[src/rtl/mempipe_ctl.sv]
// mempipe_ctl: mem-pipe responder; round-robin mm0 arbitration, mm1..mm5 carry, hit and line-conflict tracking
package mempipe_pkg;
  localparam int MEMPIPE_AW = 32;
  typedef struct packed {
    logic [3:0]            id;
    logic [MEMPIPE_AW-1:0] addr;
  } t_mempipe_arb;
  typedef struct packed {
    logic complete;
    logic recycle;
  } t_mempipe_action;
endpackage

module mempipe_ctl
  import mempipe_pkg::*;
#(
  parameter int NREQS    = 3,
  parameter int LINE_LSB = 6
) (
  input  logic                        clk,
  input  logic                        reset,
  input  logic         [NREQS-1:0]    req_mm0,
  input  t_mempipe_arb [NREQS-1:0]    req_pkt_mm0,
  output logic         [NREQS-1:0]    gnt_mm0,
  input  logic                        block_mm0,
  input  logic                        tag_hit_mm3,
  output logic                        pipe_valid_mm5,
  output t_mempipe_arb                pipe_req_pkt_mm5,
  output t_mempipe_action             pipe_action_mm5,
  output logic                        fill_req_mm5,
  output logic                        idle
);
  localparam int PW = NREQS > 1 ? $clog2(NREQS) : 1;
  logic [PW-1:0] ptr, gnt_idx;
  logic          any_gnt, miss_mm5, complete;
  logic [5:1]    valid, conflict;
  logic [4:1]    set_conf;
  logic          hit_mm4, hit_mm5;
  t_mempipe_arb  pkt [1:5];
  // Round-robin search from ptr upward with wrap; descending loop lets the nearest requester win
  always_comb begin
    gnt_idx = ptr;
    for (int k = NREQS - 1; k >= 0; k--)
      if (req_mm0[(int'(ptr) + k) % NREQS]) gnt_idx = PW'((int'(ptr) + k) % NREQS);
    any_gnt = |req_mm0 & ~block_mm0 & ~reset;
    gnt_mm0 = any_gnt ? NREQS'(1) << gnt_idx : '0;
  end
  // A missing op in mm5 marks every younger valid op on the same line as conflicted
  always_comb begin
    miss_mm5 = valid[5] & ~hit_mm5;
    for (int k = 1; k <= 4; k++)
      set_conf[k] = miss_mm5 & valid[k] &
                    (pkt[k].addr[MEMPIPE_AW-1:LINE_LSB] == pkt[5].addr[MEMPIPE_AW-1:LINE_LSB]);
  end
  // Control state: arbitration pointer, stage valids, hit and sticky conflict bits
  always_ff @(posedge clk) begin
    if (reset) begin
      ptr      <= '0;
      valid    <= '0;
      conflict <= '0;
      hit_mm4  <= 1'b0;
      hit_mm5  <= 1'b0;
    end else begin
      if (any_gnt) ptr <= (gnt_idx == PW'(NREQS - 1)) ? '0 : gnt_idx + 1'b1;
      valid    <= {valid[4:1], any_gnt};
      conflict <= {conflict[4:1] | set_conf, 1'b0};
      hit_mm4  <= tag_hit_mm3 & valid[3];
      hit_mm5  <= hit_mm4;
    end
  end
  // Packet payload shifts unconditionally; stage valids qualify it
  always_ff @(posedge clk) begin
    pkt[1] <= req_pkt_mm0[gnt_idx];
    for (int k = 2; k <= 5; k++) pkt[k] <= pkt[k-1];
  end
  // mm5 report, forced quiet while reset is held
  always_comb begin
    pipe_valid_mm5           = valid[5] & ~reset;
    pipe_req_pkt_mm5         = pkt[5];
    complete                 = hit_mm5 & ~conflict[5];
    pipe_action_mm5.complete = pipe_valid_mm5 & complete;
    pipe_action_mm5.recycle  = pipe_valid_mm5 & ~complete;
    fill_req_mm5             = pipe_valid_mm5 & ~hit_mm5 & ~conflict[5];
    idle                     = reset | ~|valid;
  end
endmodule

[config.mk]
export PLATFORM = sky130hd
export DESIGN_NAME = mempipe_ctl
export DESIGN_NICKNAME = d
export VERILOG_FILES = /design/src/rtl/mempipe_ctl.sv
export SDC_FILE = /design/constraint.sdc
export NUM_CORES = 1
export LEC_CHECK = 0
export CORE_ASPECT_RATIO = 0.6
export CORE_MARGIN = 4
export CORE_UTILIZATION = 30
export CTS_CLUSTER_DIAMETER = 40
export CTS_CLUSTER_SIZE = 24
export DETAILED_ROUTE_END_ITERATION = 10
export SLEW_MARGIN = 20
export SYNTH_ARGS = -nofsm -noshare
export SYNTH_HDL_FRONTEND = slang
export SYNTH_SLANG_ARGS = --single-unit
[constraint.sdc]
create_clock -name clk -period 2.8 [get_ports clk]
set_clock_uncertainty 0.2 [all_clocks]
set_input_delay 0.42 -clock clk [delete_from_list [all_inputs] [get_ports clk]]
set_output_delay 0.42 -clock clk [all_outputs]
set_load 0.02 [all_outputs]
==> flow_metrics.tcl <==
set metrics [dict create \
    grt_use_met2 0.214 \
    cts_tree "built" \
    syn_area_per_cell_um2 11.3 \
    synth_warnings 0 \
    power_density_mw_per_mm2 1300 \
    vdd_drop_max_mv 0.434 \
    worstPathRequired_ns 2.18 \
    max_freq_ghz 0.351 \
    setup_violations 2 \
    boundaryPins 159 \
    end_kind "primary output" \
    core_region_area_mm2 0.0246 \
    synth-simple-area-share 0.0874 \
    finalInstanceArea_mm2 0.0101 \
    path_clk_slew_ns 0.09 \
    synth_mux_area_frac 0.0486 \
    period_share 1.02 \
    synthAdderAreaFrac 0.00493 \
    power_frac_clock 0.187 \
    drv_cap 0 \
    wire_per_inst_um 20.1 \
    synth_flop_cell "dfxtp_1" \
    synthToLayoutAreaGrowth_pct 33.0 \
    hold_start "pkt[0][108]" \
    gr-usage-met3 0.0579 \
    drtIter0Drc 309 \
    violations "setup timing" \
    hold_buffers 0 \
    drt_wl_total_um 22900 \
    die_w_um 214 \
    drcViolationCount 0 \
    setup_tns_ns -0.0769 \
    start_kind "flop" \
    die_y_um 131 \
    finalHoldViolCount 0 \
    p_int_w 0.00799 \
    drive_above_1_share 0.148 \
    grt_max_degree 62 \
    sequentialPowerShare 0.402 \
    nFillCells 2405 \
    ys_async_sr_fraction 0 \
    synth.ff_latch_count 193 \
    fin_ws_ns -0.0476 \
    p_leak_nw 3.77 \
    viasPerCell 4.81 \
    cts.sinks 193 \
    ant_nets 0 \
    netlist_instances 675 \
    clockBufferDepth 2 \
    synthesis.nets 793 \
    combinationalPowerShare 0.411 \
    start_util 0.310 \
    clock_latency_ns 0.43 \
    worstReg2RegStart "ptr[0]" \
    crit_start "ptr[0]" \
    top_usage_layer "met1" \
    tightest_slew_ns 0.717 \
    status "finished, violations left" \
    grt_usage 0.160 \
    antenna_cells 0 \
    min_period_ns 2.85 \
    synth-xor-area-share 0.120 \
    slew_headroom 0.522 \
    htree_levels 4 \
    use_met1 0.244 \
    swShare 0.394 \
    place.gp.congestion 0.894 \
    rows 44 \
    grt_pass1_vias 5506 \
    critPathKind "flop to primary output" \
    synth_top_family_by_area "compound AO/OA/AOI/OAI gates" \
    port_buffers 158 \
    rsz0062_at_grt "yes" \
    grt_pass1_wl_um 34200 \
    p_sw_w 0.00520 \
    syn_area_mm2 0.00762 \
    cts_buffers 17 \
    crit_fanout 7 \
    hpwl_um 16700 \
    slew_viol_final 0 \
    dpl_cell_area_mm2 0.00935 \
    antenna_found_initial 1 \
    min-delay-path-class "flop to flop" \
    dieArea_mm2 0.0281 \
    clock-root-buffer "clkbuf_16" \
    nets 918 \
    worstPathArrival_ns 2.23 \
    yosysSeqAreaShare 0.507 \
    gr-total-overflow 0 \
    ys_types 45 \
    synth_compound_area_frac 0.156 \
    routed-via-count 5458 \
    drt-pass1-iter-count 5 \
    synth-edff-count 0 \
]
[cell usage in the layout (no fill, tap or decap), types with 19 or more instances in the layout]
cell,n
and3_1,37
xnor2_1,80
buf_4,39
xor2_1,24
mux2i_1,36
o21ai_0,37
dfxtp_1,191
o2111a_1,36
clkdlybuf4s50_1,154
a221oi_2,19
nand4_1,19
[registers in the layout, summed over array words and instances, names as in the netlist]
register and cells:
pkt 180, valid 5, conflict 4, ptr 2, hit_mm4 1, hit_mm5 1
[critical path: stages (launching register included)]
cell and delay, ns:
dfxtp_2 0.35, inv_2 0.05, ha_4 0.31, buf_4 0.13
and3b_1 0.20, a31oi_4 0.20, o211ai_4 0.11, nor2b_4 0.15
nor2_2 0.15, buf_6 0.14
[layer usage]
metal	vias to the layer above	routed length (µm)
li1	2658	-
met1	2610	11900
met2	170	9010
met3	18	1830
met4	2	149
met5	-	20
[power by group through the flow]
stage / sequential [W] / clock, W / combinational [W]
floorplan: 0.00488 / 0 / 0.00397
global placement: 0.00534 / 0 / 0.00524
detailed placement: 0.00538 / 0 / 0.00523
CTS: 0.00532 / 0.00252 / 0.00534
global route: 0.00550 / 0.00265 / 0.00579
finish: 0.00531 / 0.00247 / 0.00542
[synth_stat cells, drive strengths merged, types with 4 or more instances]
| cell | number | area [µm²] |
|---|---|---|
| a221oi | 36 | 434 |
| a31oi | 5 | 46.3 |
| and3 | 37 | 231 |
| buf | 65 | 452 |
| clkbuf | 27 | 103 |
| dfxtp | 193 | 3860 |
| inv | 7 | 26.3 |
| mux2i | 37 | 370 |
| nand2 | 5 | 21.3 |
| nand3 | 4 | 20.0 |
| nand4 | 19 | 119 |
| nor2 | 7 | 26.3 |
| nor2b | 12 | 75.1 |
| nor3 | 6 | 30.0 |
| nor4 | 9 | 56.3 |
| o2111a | 36 | 405 |
| o21ai | 39 | 195 |
| xnor2 | 80 | 701 |
| xor2 | 24 | 210 |
[path summary, 6_finish.rpt]
path / depth (start not counted) / slack (ns) / to
setup / recovery: 9 / -0.05 / gnt_mm0[2]
hold / removal: 0 / 0.12 / pkt[0][144]
setup reg to reg: 8 / 0.17 / pkt[0][52]
hold reg to reg: 0 / 0.12 / pkt[0][144]
[kinds of logic after synthesis]
kind of cell	after synthesis
flip-flops	193
AO/OA/AOI/OAI	128
AND/OR/NAND/NOR	111
XOR/XNOR	104
buffers and inverters	99
multiplexers	37
adder cells (fa/ha/maj)	3
[area by class of cell]
class,instances,area (µm²),share of cell area
multi-input combinational,383,3330,0.328
timing repair buffer,198,1900,0.188
inverter,7,26.3,0.00259
clock buffer,17,425,0.0420
tap,322,403,0.0398
clock inverter,15,184,0.0181
sequential,193,3870,0.382
[stage by stage]
step | setup slack, ns | utilization | instances | power, W | hold slack (ns)
3_5_place_dp | -0.386 | 0.381 | 1094 | 0.0106 | 0.112
4_1_cts | -0.0166 | 0.410 | 1130 | 0.0132 | 0.121
3_3_place_gp | -0.339 | 0.381 | 1094 | 0.0106 | 0.110
2_1_floorplan | -0.00934 | - | 675 | 0.00885 | 0.110
5_1_grt | -0.125 | 0.413 | 1135 | 0.0139 | 0.126
6_report | -0.0476 | 0.413 | 1135 | 0.0132 | 0.122
[what timing repair did]
action,CTS,global route
gates cloned,0,0
pin swaps,3,7
endpoints found under the setup margin,39,4
buffers inserted,4,5
resized for setup,32,9
(Power assumes the default switching activity.)
